`src/rtl/tdm_demux_if.sv`:
```
// Bundles the sample input and frame output of the TDM receive demultiplexer.
// Handshake: din is consumed on every clk edge where din_valid=1 (no backpressure);
// dout is qualified by the one-cycle dout_valid pulse and holds until the next commit.
interface tdm_demux_if #(
    parameter int WIDTH = 8
);
    logic [WIDTH-1:0]   din;
    logic               din_valid;
    logic               din_sync;
    logic [4*WIDTH-1:0] dout;
    logic               dout_valid;
    logic [1:0]         sel;
    logic               locked;
    logic               frame_err;
    logic               state_dbg;

    modport master (
        output din, din_valid, din_sync,
        input  dout, dout_valid, sel, locked, frame_err, state_dbg
    );

    modport slave (
        input  din, din_valid, din_sync,
        output dout, dout_valid, sel, locked, frame_err, state_dbg
    );
endinterface

```
`src/rtl/tdm_demux.sv`:
```
// 4-channel TDM receive demultiplexer: locks to frame sync, assembles
// four samples and presents each complete frame as one registered word.
module tdm_demux #(
    parameter int WIDTH = 8
) (
    input logic         clk,
    input logic         rst,
    tdm_demux_if.slave  bus
);
    typedef enum logic {HUNT = 1'b0, LOCK = 1'b1} state_t;

    state_t             state;
    logic [1:0]         sel;
    logic [WIDTH-1:0]   slot0, slot1, slot2;
    logic [4*WIDTH-1:0] dout;
    logic               dout_valid;
    logic               frame_err;

    always_ff @(posedge clk) begin
        if (rst) begin
            state      <= HUNT;
            sel        <= 2'd0;
            slot0      <= '0;
            slot1      <= '0;
            slot2      <= '0;
            dout       <= '0;
            dout_valid <= 1'b0;
            frame_err  <= 1'b0;
        end else begin
            dout_valid <= 1'b0;
            frame_err  <= 1'b0;
            if (bus.din_valid) begin
                case (state)
                    HUNT: begin
                        if (bus.din_sync) begin
                            slot0 <= bus.din;
                            sel   <= 2'd1;
                            state <= LOCK;
                        end
                    end
                    LOCK: begin
                        if (sel == 2'd0) begin
                            if (bus.din_sync) begin
                                slot0 <= bus.din;
                                sel   <= 2'd1;
                            end else begin
                                frame_err <= 1'b1;
                                sel       <= 2'd0;
                                state     <= HUNT;
                            end
                        end else if (bus.din_sync) begin
                            // Early sync restarts the frame with this sample as ch0.
                            frame_err <= 1'b1;
                            slot0     <= bus.din;
                            slot1     <= '0;
                            slot2     <= '0;
                            sel       <= 2'd1;
                        end else begin
                            case (sel)
                                2'd1:    slot1 <= bus.din;
                                2'd2:    slot2 <= bus.din;
                                default: begin
                                    dout       <= {bus.din, slot2, slot1, slot0};
                                    dout_valid <= 1'b1;
                                end
                            endcase
                            sel <= sel + 2'd1;
                        end
                    end
                    default: begin
                        state <= HUNT;
                        sel   <= 2'd0;
                    end
                endcase
            end
        end
    end

    assign bus.dout       = dout;
    assign bus.dout_valid = dout_valid;
    assign bus.sel        = sel;
    assign bus.locked     = (state == LOCK);
    assign bus.frame_err  = frame_err;
    assign bus.state_dbg  = state;
endmodule

```
`src/flat_wrapper.sv`:
```
// flat-port wrapper written by rule: the top's interface ports become plain ports
module tdm_demux_flat 
#(
    parameter int WIDTH = 8
)
  (clk, rst, bus_din, bus_din_valid, bus_din_sync, bus_dout, bus_dout_valid, bus_sel, bus_locked, bus_frame_err, bus_state_dbg);
  tdm_demux_if #(.WIDTH(WIDTH)) bus_i ();
  input logic clk;
  input logic rst;
  input wire logic [$bits(bus_i.din)-1:0] bus_din;
  input wire logic [$bits(bus_i.din_valid)-1:0] bus_din_valid;
  input wire logic [$bits(bus_i.din_sync)-1:0] bus_din_sync;
  output wire logic [$bits(bus_i.dout)-1:0] bus_dout;
  output wire logic [$bits(bus_i.dout_valid)-1:0] bus_dout_valid;
  output wire logic [$bits(bus_i.sel)-1:0] bus_sel;
  output wire logic [$bits(bus_i.locked)-1:0] bus_locked;
  output wire logic [$bits(bus_i.frame_err)-1:0] bus_frame_err;
  output wire logic [$bits(bus_i.state_dbg)-1:0] bus_state_dbg;
  assign bus_i.din = bus_din;
  assign bus_i.din_valid = bus_din_valid;
  assign bus_i.din_sync = bus_din_sync;
  assign bus_dout = bus_i.dout;
  assign bus_dout_valid = bus_i.dout_valid;
  assign bus_sel = bus_i.sel;
  assign bus_locked = bus_i.locked;
  assign bus_frame_err = bus_i.frame_err;
  assign bus_state_dbg = bus_i.state_dbg;
  tdm_demux #(.WIDTH(WIDTH)) u_core (.clk(clk), .rst(rst), .bus(bus_i));
endmodule
```
`config.mk`:
```
export PLATFORM = sky130hd
export DESIGN_NAME = tdm_demux_flat
export DESIGN_NICKNAME = d
export VERILOG_FILES = /design/src/rtl/tdm_demux_if.sv /design/src/rtl/tdm_demux.sv /design/src/flat_wrapper.sv
export SDC_FILE = /design/constraint.sdc
export NUM_CORES = 1
export LEC_CHECK = 0
export BUFFER_PORTS_ARGS = -buffer_cell sky130_fd_sc_hd__buf_2
export CAP_MARGIN = 20
export CORE_MARGIN = 1
export CORE_UTILIZATION = 35
export CTS_CLUSTER_DIAMETER = 100
export DETAILED_ROUTE_END_ITERATION = 12
export PLACE_DENSITY = 0.61
export SETUP_SLACK_MARGIN = 0.3
export SYNTH_ARGS = -nofsm -noshare
export SYNTH_HDL_FRONTEND = slang
export SYNTH_SLANG_ARGS = --single-unit
export TNS_END_PERCENT = 100
```
`constraint.sdc`:
```
create_clock -name clk -period 3.65 [get_ports clk]
set_input_delay 0.1825 -clock clk [delete_from_list [all_inputs] [get_ports clk]]
set_output_delay 0.1825 -clock clk [all_outputs]
set_load 0.01 [all_outputs]
```
==> key figures, run 1 <==
Pwr
  – PD cells: 487 nW/um2
  – Net Switching: 303 uW
  – Leak: ~0.0012 uW
  – P_int: approximately 1100 uW
  – Clock share of power: 0.476
  – Sw Share: 0.213
  – Sequential share of power: 0.479
  – Combinational share of power: 0.046
  – Maximum vdd drop: 0.220 mV
  – Tot Pwr: 1420 uW

Die
  – Placeable core area: 6760 um2
  – Core Rows: 30
  – Initial core utilization: 0.361
  – # IOs: 50
  – Die height: approximately 85 um
  – Die area: 7300 um2
  – Die X: 85.4 um

Clock network
  – H-tree levels: 3
  – Worst skew pair latency: 0.34 ns
  – Postcts setup bufs: 0
  – CTS Buf Count: 9
  – Hold buffers post-CTS: 0
  – Clk pin slew, worst setup/hold paths: 0.07 ns
  – Resize count post-CTS: 0
  – CTS tree: done
  – Clock Tree Buf Depth: 2
  – Clk root buf: clkbuf_8
  – Clk sinks: 61

Synth
  – Main synth FF type: dfxtp_1
  – Area leader, netlist: dfxtp_1
  – Post-synthesis sequential element count: 61
  – Seq/Total Area, Yosys: 0.501
  – Post-synth cell types: 29
  – Mapped cell area: 2440 um2
  – Syn avg cell area: 9.16 um2
  – Top cell type's share of synthesized area: 0.501
  – EDFF count, synth: 0
  – Synth area leaders: dfxtp_1 (50%), nand2_1 (12%), mux2i_1 (6.6%)
  – Post-Syn Instances: 266
  – Syn_nets: 281
  – Synthesis Warnings: 0
  – Post-synth ARST share: 0

STA
  – Max-slew violation count: 0
  – Final hold viol count: 0
  – Final WS setup: 1.45 ns
  – RSZ-0062 raised after global routing: false
  – Final min period: approximately 2.2 ns
  – Post-Route Skew: 0.00890 ns
  – Worst slew pin tran: between 0.9 and 1 ns
  – Fin crit share: 0.603
  – Final setup TNS: 0 ns
  – Setup violations, final: 0
  – Worst rel slew slack: 0.354
  – Max Clock Freq: 455 MHz

Global routing
  – Initial antenna violation count: 0
  – Global route overflow: 0
  – Largest net degree at the start of global routing: 57
  – GR Util All Layers: 0.151
  – First-pass GRT wire length: ~8.4 mm
  – Number of global-route vias before repair: 1773

Worst setup path
  – CP max FO: 18
  – Critical Path End Type: flop
  – Critical path cell sequence: inv_1 > ha_1 > inv_1 > ha_1 > nand4b_1 > buf_4 > nand2_1 > a21oi_2
  – R2R cell count: 8
  – Crit start category: flop
  – Crit path kind: flop to flop
  – Crit path DAT: 2.38 ns
  – Critical Path Max Stage Delay: 0.51 ns
  – Slowest stage cell on the critical path: nand4b_1
  – CP Data Required Time: 3.83 ns

Cells and area
  – Final net count: 326
  – Most frequent cells in the layout: nand2_1 (79), dfxtp_1 (61), buf_2 (49), a21oi_1 (24), a21oi_2 (17)
  – Fraction of layout cells with a size suffix above 1: 0.291
  – Most common cell after layout, fill and taps aside: nand2_1
  – Number of diodes: 0
  – Final non-filler cell total: approximately 400
  – Layout fillers: between 600 and 700
  – Register area: 1220 um2
  – Multi-input logic area: 1080 um2
  – P&R area growth vs syn: 19.5%

Place
  – Worst slack at placement: 1.40 ns
  – RD Place Congestion: 0.778
  – Port Buf Inserts: 49
  – Cell count after placement: 380
  – Hpwl dp: 3.42 mm

Run status
  – Run status: finished, final reports clean

Min path
  – Hold Crit Class: input pin to flop
  – WHS Path Cells: 3

Drt
  – Via Count: 1867
  – Final antenna-violating net count: 0
  – DR WL met2: 2.26 mm
  – DRT Pass-1 Iters: 4
  – DRT Wirelength: a little over 5 mm
  – Uppermost layer routed: met4
  – WL met3: 280 um
  – Metal-1 WL: ~2.5 mm
  – Vias per cell: 4.71
  – WL per Instance: around 13 um
  – DRC violations left: 0
  – Drt first-iter violations: 63

Flow run
  – # Max-Cap Violations: 0
-- final timing paths --
check                    start            endpoint  slack (ns)
min                 bus_din[0]     u_core.slot0[0]        0.11
max reg2reg  u_core.bus.sel[0]  u_core.bus.dout[9]        1.45
min reg2reg    u_core.slot0[5]  u_core.bus.dout[5]        0.45
max          u_core.bus.sel[0]  u_core.bus.dout[9]        1.45
-- routing by layer --
metal,track usage,vias up
met3,0.0632,6
met5,0,-
met4,0.0455,0
met1,0.196,847
li1,-,967
met2,0.229,47
-- Yosys cell counts, types with 2 or more instances --
master and count:
nand2_1 79, dfxtp_1 61, a21oi_1 24, a21oi_2 17
mux2i_1 16, nand2b_1 16, nand3b_1 8, buf_2 7
buf_6 4, nand2_2 4, buf_4 3, clkbuf_1 3
ha_1 3, inv_1 3, mux2_2 2, nor2_1 2
nor3b_1 2
-- kinds of logic after synthesis --
family / after synthesis / share of synthesized area
adder cells (fa/ha/maj): 3 / 0.0154
multiplexers: 18 / 0.0750
AND/OR/NAND/NOR: 118 / 0.234
flip-flops: 61 / 0.501
AO/OA/AOI/OAI: 44 / 0.120
buffers and inverters: 22 / 0.0544
-- metrics by stage --
step / utilization / instance area [um2] / hold WS, ns
global route: 0.431 / 2910 / 0.0987
floorplan: - / 2440 / 0.318
CTS: 0.431 / 2910 / 0.0906
detailed placement: 0.398 / 2690 / 0.443
finish: 0.431 / 2910 / 0.108
global placement: 0.398 / 2690 / 0.440
-- power by group through the flow --
stage	combinational, uW	clock, uW	sequential (uW)
detailed placement	65.0	0	694
global placement	65.0	0	694
global route	71.7	718	680
finish	64.7	675	679
floorplan	46.1	0	693
CTS	65.5	692	679
-- critical path: cells and delay by family, from the launching register on --
kind	cells	cell delay [ns]
buf+inv	3	0.57
fa+ha+maj	2	0.39
flops	1	0.41
simple gates	2	0.62
compound gates	1	0.05
-- flip-flops by register name (all words and copies together) (netlist names) --
register / count
u_core.bus.dout: 32
u_core.bus.dout_valid: 1
u_core.slot1: 8
u_core.bus.sel: 2
u_core.bus.frame_err: 1
u_core.slot2: 8
u_core.slot0: 8
u_core.bus.locked: 1
-- area by class of cell --
cell class / count / area share
inverter: 4 / 0.00516
tap: 80 / 0.0344
clock buffer: 12 / 0.0533
sequential: 61 / 0.419
timing repair buffer: 52 / 0.0920
clock inverter: 4 / 0.0241
multi-input combinational: 183 / 0.372
Note: power is estimated with default switching activity, not from simulation.
==> inputs of run 2 (changes only) <==
--- a/config.mk
+++ b/config.mk
@@ -5,13 +5,14 @@
 export SDC_FILE = /design/constraint.sdc
 export NUM_CORES = 1
 export LEC_CHECK = 0
+export ABC_AREA = 1
 export BUFFER_PORTS_ARGS = -buffer_cell sky130_fd_sc_hd__buf_2
 export CAP_MARGIN = 20
 export CORE_MARGIN = 1
 export CORE_UTILIZATION = 35
 export CTS_CLUSTER_DIAMETER = 100
 export DETAILED_ROUTE_END_ITERATION = 12
-export PLACE_DENSITY = 0.61
+export PLACE_DENSITY = 0.63
 export SETUP_SLACK_MARGIN = 0.3
 export SYNTH_ARGS = -nofsm -noshare
 export SYNTH_HDL_FRONTEND = slang
==> constraint.sdc (replaced) <==
create_clock -name clk -period 2 [get_ports clk]
set_input_delay 0.1 -clock clk [delete_from_list [all_inputs] [get_ports clk]]
set_output_delay 0.1 -clock clk [all_outputs]
set_load 0.01 [all_outputs]
==> run 2 against run 1 <==
  * The flow now finishes with violations (design-rule violations)
  * Register-to-register slack worse by 1.1 ns
  * Sequential power is 86% higher
  * Clock power is 84% higher
  * Critical path type unchanged
  * Highest routed layer unchanged
==> key figures, run 2 <==
Drt
  – WL per Instance: 12.8 um (was 13.0 um)
  – DRT Wirelength: 5.75 mm (was 5.13 mm)
  – Via Count: 2116 (was 1867)
  – Vias per cell: 4.72 (was 4.71)
  – DRC violations left: 2 (was 0)
  – Final antenna-violating net count: 0 (unchanged)
  – Drt first-iter violations: 107 (was 63)
  – DRT Pass-1 Iters: 9 (was 4)

Clock network
  – CTS Buf Count: 9 (unchanged)
  – CTS tree: done (unchanged)
  – Clk root buf: clkbuf_8 (unchanged)
  – H-tree levels: 3 (unchanged)
  – Clk pin slew, worst setup/hold paths: 0.06 ns (was 0.07 ns)
  – Clock Tree Buf Depth: 2 (unchanged)
  – Worst skew pair latency: 0.35 ns (was 0.34 ns)
  – Clk sinks: 61 (unchanged)

Cells and area
  – P&R area growth vs syn: 27.7% (was 19.5%)
  – Final net count: 381 (was 326)
  – Fin area: 3070 um2 (was 2910 um2)
  – Fraction of layout cells with a size suffix above 1: 0.272 (was 0.291)
  – Biggest register: u_core.bus.dout (unchanged)
  – Most common cell after layout, fill and taps aside: nor2_1 (was nand2_1)
  – Max reg flops: 32 (unchanged)
  – Number of diodes: 0 (unchanged)
  – Most frequent cells in the layout: nor2_1 (99), dfxtp_1 (59), buf_2 (49), nand2_1 (32), o21ai_1 (25) (was nand2_1 (79), dfxtp_1 (61), buf_2 (49), a21oi_1 (24), a21oi_2 (17))

Synth
  – Main synth FF type: dfxtp_1 (unchanged)
  – Post-synthesis sequential element count: 61 (unchanged)
  – Syn_nets: 328 (was 281)
  – EDFF count, synth: 0 (unchanged)
  – Post-Syn Instances: 313 (was 266)
  – Post-synth cell types: 22 (was 29)
  – Top cell type's share of synthesized area: 0.508 (was 0.501)
  – Synth area leaders: dfxtp_1 (51%), nor2_1 (16%), o21ai_1 (7.1%) (was dfxtp_1 (50%), nand2_1 (12%), mux2i_1 (6.6%))
  – Post-synth top cells: nor2_1 (100), dfxtp_1 (61), o21ai_1 (34), nand2_1 (32), a21oi_1 (17) (was nand2_1 (79), dfxtp_1 (61), a21oi_1 (24), a21oi_2 (17))
  – Synthesis Warnings: 0 (unchanged)
  – Seq/Total Area, Yosys: 0.508 (was 0.501)
  – Area leader, netlist: dfxtp_1 (unchanged)
  – Syn avg cell area: 7.68 um2 (was 9.16 um2)
  – Post-synth ARST share: 0 (unchanged)
  – Most frequent cell after synthesis: nor2_1 (was nand2_1)
  – Mapped cell area: 2400 um2 (was 2440 um2)

Run status
  – Run status: finished with violations (was finished, final reports clean)
  – Failing checks: design-rule violations

Pwr
  – PD cells: 879 nW/um2 (was 487 nW/um2)
  – Maximum vdd drop: 0.347 mV (was 0.220 mV)
  – Leak: 0.00138 uW (was 0.00123 uW)

Die
  – Die X: 84.9 um (was 85.4 um)
  – Die area: 7200 um2 (was 7300 um2)
  – # IOs: 50 (unchanged)
  – Core Rows: 29 (was 30)
  – Placeable core area: 6490 um2 (was 6760 um2)
  – Initial core utilization: 0.370 (was 0.361)
  – Die height: 84.9 um (was 85.4 um)

Worst setup path
  – Crit path DAT: 1.87 ns (was 2.38 ns)
  – Flop-to-flop setup slack: 0.37 ns (was 1.45 ns)
  – Critical Path Max Stage Delay: 0.37 ns (was 0.51 ns)
  – Crit start category: flop (unchanged)
  – CP Data Required Time: 2.24 ns (was 3.83 ns)
  – Critical Path End Type: flop (unchanged)
  – Critical path cell sequence: inv_2 > ha_4 > inv_2 > ha_2 > inv_2 > nor2_4 > nand2_8 > clkbuf_16 > o21ai_4 > nor2_1 (was inv_1 > ha_1 > inv_1 > ha_1 > nand4b_1 > buf_4 > nand2_1 > a21oi_2)
  – Crit path kind: flop to flop (unchanged)
  – CP max FO: 7 (was 18)
  – Crit path top cell by count: inv_2
  – Slowest stage cell on the critical path: dfxtp_4 (was nand4b_1)

STA
  – Final min period: 1.63 ns (was 2.20 ns)
  – Final hold viol count: 0 (unchanged)
  – Max Clock Freq: 615 MHz (was 455 MHz)
  – Setup violations, final: 0 (unchanged)
  – Worst rel slew slack: 0.606 (was 0.354)
  – Final WS setup: 0.373 ns (was 1.45 ns)
  – Final setup TNS: 0 ns (unchanged)
  – Fin crit share: 0.813 (was 0.603)
  – Worst slew pin tran: 0.590 ns (was 0.969 ns)
  – Max-slew violation count: 0 (unchanged)
  – RSZ-0062 raised after global routing: false (unchanged)
  – Post-Route Skew: 0.00634 ns (was 0.00890 ns)

Place
  – Port Buf Inserts: 49 (unchanged)
  – RD Place Congestion: 0.756 (was 0.778)
  – Hpwl dp: 3.50 mm (was 3.42 mm)
  – Dpl cell area: 2640 um2 (was 2690 um2)
  – Worst slack at placement: 0.177 ns (was 1.40 ns)

Global routing
  – GR Util All Layers: 0.162 (was 0.151)
  – Largest net degree at the start of global routing: 60 (was 57)
  – Number of global-route vias before repair: 1889 (was 1773)
  – Global route overflow: 0 (unchanged)
  – Initial antenna violation count: 0 (unchanged)
  – First-pass GRT wire length: 8.94 mm (was 8.40 mm)

Flow run
  – # Max-Cap Violations: 0 (unchanged)

Min path
  – Hold Crit Class: input pin to flop (unchanged)
-- run 2: layout make-up --
class | count | area, um2
Clock buffer | 12 | 155
Fill cell | 643 | 3430
Inverter | 16 | 75.1
Tap cell | 77 | 96.3
Timing Repair Buffer | 60 | 384
Sequential cell | 61 | 1230
Timing Repair inverter | 1 | 8.76
Clock inverter | 4 | 70.1
Multi-Input combinational cell | 217 | 1050
-- run 2: final timing paths --
path,start,cells past startpoint,to
worst max-delay path,u_core.bus.sel[0],10,u_core.bus.dout[0]
worst min-delay path,bus_din[4],3,u_core.bus.dout[28]
worst max register to register,u_core.bus.sel[0],10,u_core.bus.dout[0]
worst min register to register,u_core.bus.dout[0],2,u_core.bus.dout[0]
-- run 2: where the power goes --
group	switching (uW)	internal, uW	total [uW]
Clock	474	766	1240
Combinational	129	75.5	204
Sequential	16.5	1240	1260
Total	619	2080	2700
-- run 2: cell families after synthesis --
kind of cell	after synthesis	synth area share
flops	61	0.508
fa+ha+maj	3	0.0156
simple gates	153	0.261
buf+inv	36	0.0906
compound gates	60	0.125
-- run 2: per-stage QoR --
step / hold WS, ns / cells / util / power (uW)
2_1_floorplan: 0.172 / 313 / - / 1410
3_3_place_gp: 0.292 / 423 / 0.406 / 1460
3_5_place_dp: 0.295 / 423 / 0.406 / 1460
4_1_cts: 0.00432 / 441 / 0.446 / 2700
5_1_grt: 0.0365 / 448 / 0.473 / 2810
6_report: 0.0111 / 448 / 0.473 / 2700
-- run 2: layer usage --
layer	vias up	track usage	part of all wire
met2	59	0.237	0.44
met1	941	0.216	0.48
met5	-	0	0
li1	1104	-	-
met3	12	0.0477	0.057
met4	0	0.0832	0.025
-- run 2: repair_timing --
| item | CTS | global route |
|---|---|---|
| hold buffers | 2 | 0 |
| cloned | 0 | 4 |
| pin swaps | 1 | 3 |
| buffers inserted | 0 | 3 |
| setup endpoints to repair | 32 | 32 |
| endpoints found under the hold margin | 2 | 0 |
| gates resized for setup | 6 | 22 |
-- run 2: worst max-delay path, delay by kind of cell, from the launching register on --
family / cells / cell delay [ns]
buffers and inverters: 4 / 0.34
AOI/OAI and AO/OA: 1 / 0.14
DFF: 1 / 0.37
and+or+nand+nor: 3 / 0.37
adders and majority gates: 2 / 0.32
==> inputs of run 3 (changes only) <==
==> constraint.sdc (replaced) <==
create_clock -name clk -period 1.4 [get_ports clk]
set_input_delay 0.07 -clock clk [delete_from_list [all_inputs] [get_ports clk]]
set_output_delay 0.07 -clock clk [all_outputs]
set_load 0.01 [all_outputs]
==> run 3 against run 2 <==
  * The flow finishes with violations (design-rule violations, negative setup slack)
  * Utilization increased by 3.9 points
  * Critical path depth is the same
  * Worst setup slack got worse by 0.38 ns
==> key figures, run 3 (synthesized netlist as in run 2, its figures left out) <==
Place
  – RD Place Congestion: 0.839 (was 0.756)
  – Dpl cell area: 2800 um2 (was 2640 um2)
  – Worst slack at placement: -0.0316 ns (was 0.177 ns)
  – Port Buf Inserts: 49 (unchanged)
  – Cell count after placement: 434 (was 423)
  – Hpwl dp: 3.68 mm (was 3.50 mm)

Drt
  – Final antenna-violating net count: 0 (unchanged)
  – WL per Instance: 12.3 um (was 12.8 um)
  – DRT Pass-1 Iters: 10 (was 9)
  – Via Count: 2221 (was 2116)
  – Drt first-iter violations: 121 (was 107)
  – DRT Wirelength: 5.72 mm (was 5.75 mm)
  – DRC violations left: 3 (was 2)
  – Vias per cell: 4.79 (was 4.72)

Worst setup path
  – Crit path kind: flop to flop (unchanged)
  – Critical Path End Type: flop (unchanged)
  – Crit start category: flop (unchanged)
  – R2R Path Start: u_core.bus.sel[1] (was u_core.bus.sel[0])
  – Worst Setup SP: u_core.bus.sel[1] (was u_core.bus.sel[0])
  – CP max FO: 20 (was 7)
  – Crit path DAT: 1.64 ns (was 1.87 ns)
  – CP Data Required Time: 1.64 ns (was 2.24 ns)

Die
  – Initial core utilization: 0.370 (unchanged)
  – Die X: 84.9 um (unchanged)
  – Core Rows: 29 (unchanged)
  – # IOs: 50 (unchanged)
  – Die height: 84.9 um (unchanged)
  – Die area: 7200 um2 (unchanged)
  – Placeable core area: 6490 um2 (unchanged)

Clock network
  – CTS Buf Count: 9 (unchanged)
  – Clk sinks: 61 (unchanged)
  – CTS tree: done (unchanged)
  – Clk pin slew, worst setup/hold paths: 0.07 ns (was 0.06 ns)
  – Worst skew pair latency: 0.34 ns (was 0.35 ns)
  – Clk root buf: clkbuf_8 (unchanged)
  – H-tree levels: 3 (unchanged)
  – Clock Tree Buf Depth: 2 (unchanged)

Global routing
  – Initial antenna violation count: 0 (unchanged)
  – Largest net degree at the start of global routing: 32 (was 60)
  – GR Util All Layers: 0.165 (was 0.162)
  – First-pass GRT wire length: 9.23 mm (was 8.94 mm)
  – Number of global-route vias before repair: 2020 (was 1889)
  – Global route overflow: 0 (unchanged)

STA
  – Worst rel slew slack: 0.764 (was 0.606)
  – Final setup TNS: -0.00945 ns (was 0 ns)
  – Final min period: 1.41 ns (was 1.63 ns)
  – Worst slew pin tran: 0.354 ns (was 0.590 ns)
  – RSZ-0062 raised after global routing: true (was false)
  – Max-slew violation count: 0 (unchanged)
  – Fin crit share: 1.00 (was 0.813)
  – Setup violations, final: 2 (was 0)
  – Final WS setup: -0.00520 ns (was 0.373 ns)
  – Final hold viol count: 0 (unchanged)
  – Max Clock Freq: 712 MHz (was 615 MHz)
  – Post-Route Skew: 0.00633 ns (was 0.00634 ns)

Cells and area
  – Most frequent cells in the layout: nor2_1 (94), dfxtp_1 (58), buf_2 (49), nand2_1 (26), o21ai_1 (20) (was nor2_1 (99), dfxtp_1 (59), buf_2 (49), nand2_1 (32), o21ai_1 (25))
  – P&R area growth vs syn: 38.3% (was 27.7%)
  – Final design utilization: 0.512 (was 0.473)
  – Biggest register: u_core.bus.dout (unchanged)
  – Fin area: 3320 um2 (was 3070 um2)
  – Final non-filler cell total: 464 (was 448)
  – Layout fillers: 645 (was 643)
  – Final net count: 397 (was 381)
  – Max reg flops: 32 (unchanged)
  – Fraction of layout cells with a size suffix above 1: 0.362 (was 0.272)
  – Number of diodes: 0 (unchanged)
  – Most common cell after layout, fill and taps aside: nor2_1 (unchanged)

Pwr
  – PD cells: 1190 nW/um2 (was 879 nW/um2)
  – Leak: 0.00151 uW (was 0.00138 uW)
  – Maximum vdd drop: 0.649 mV (was 0.347 mV)

Run status
  – Failing checks: design-rule violations, negative setup slack (was design-rule violations)
  – Run status: finished with violations (unchanged)

Min path
  – Hold Crit Class: input pin to flop (unchanged)
  – Hold Startpoint: bus_din[3] (was bus_din[4])

Flow run
  – # Max-Cap Violations: 0 (unchanged)
==> run 3: metal layers <==
metal,vias to the layer above,part of all wire,track usage
met5,-,0,0
met4,0,0.022,0.0770
met3,11,0.045,0.0613
met2,62,0.47,0.266
met1,1009,0.47,0.196
li1,1139,-,-
==> run 3: worst max-delay path, stage by stage (launching register included) <==
cell and delay (ns):
dfxtp_4 0.36, inv_4 0.04, ha_4 0.15, inv_4 0.05, ha_4 0.11, inv_2 0.04, nor2_4 0.11, nand2_4 0.09
buf_12 0.16, o21ai_1 0.13, nor2_1 0.05
==> run 3: final cells by class <==
class                           count  area (um2)  area share
Clock buffer                       10         149      0.0448
Clock inverter                      6        83.8      0.0252
Inverter                           16        77.6      0.0233
Multi-Input combinational cell    217        1160       0.348
Sequential cell                    61        1230       0.370
Tap cell                           77        96.3      0.0290
Timing Repair Buffer               77         532       0.160
==> run 3: report_power, final <==
part	internal [uW]	switching, uW	leakage, uW
combinational	149	207	0.000893
clock	1100	696	0.000121
sequential	1770	22.0	0.000496
==> run 3: worst paths after layout <==
| check | endpoint | slack, ns | cells after the start |
|---|---|---|---|
| min | u_core.bus.dout[27] | 0.01 | 3 |
| max reg2reg | u_core.bus.dout[28] | -0.005 | 10 |
| max | u_core.bus.dout[28] | -0.005 | 10 |
| min reg2reg | u_core.bus.dout[19] | 0.47 | 2 |
==> run 3: metrics by stage <==
| stage | hold WS [ns] | power (uW) |
|---|---|---|
| after floorplan | 0.133 | 2030 |
| after global placement | 0.239 | 2110 |
| after detailed placement | 0.244 | 2120 |
| after CTS | 0.00469 | 3950 |
| after global routing | 0.00771 | 4120 |
| final | 0.0145 | 3950 |
==> run 3: timing repair <==
item / 4_1_cts / 5_1_grt
pin swaps: 2 / 5
cloned: 0 / 1
hold buffers: 6 / 0
endpoints found under the setup margin: 46 / 48
resized for setup: 19 / 32
endpoints found under the hold margin: 8 / 0
buffers inserted: 4 / 3
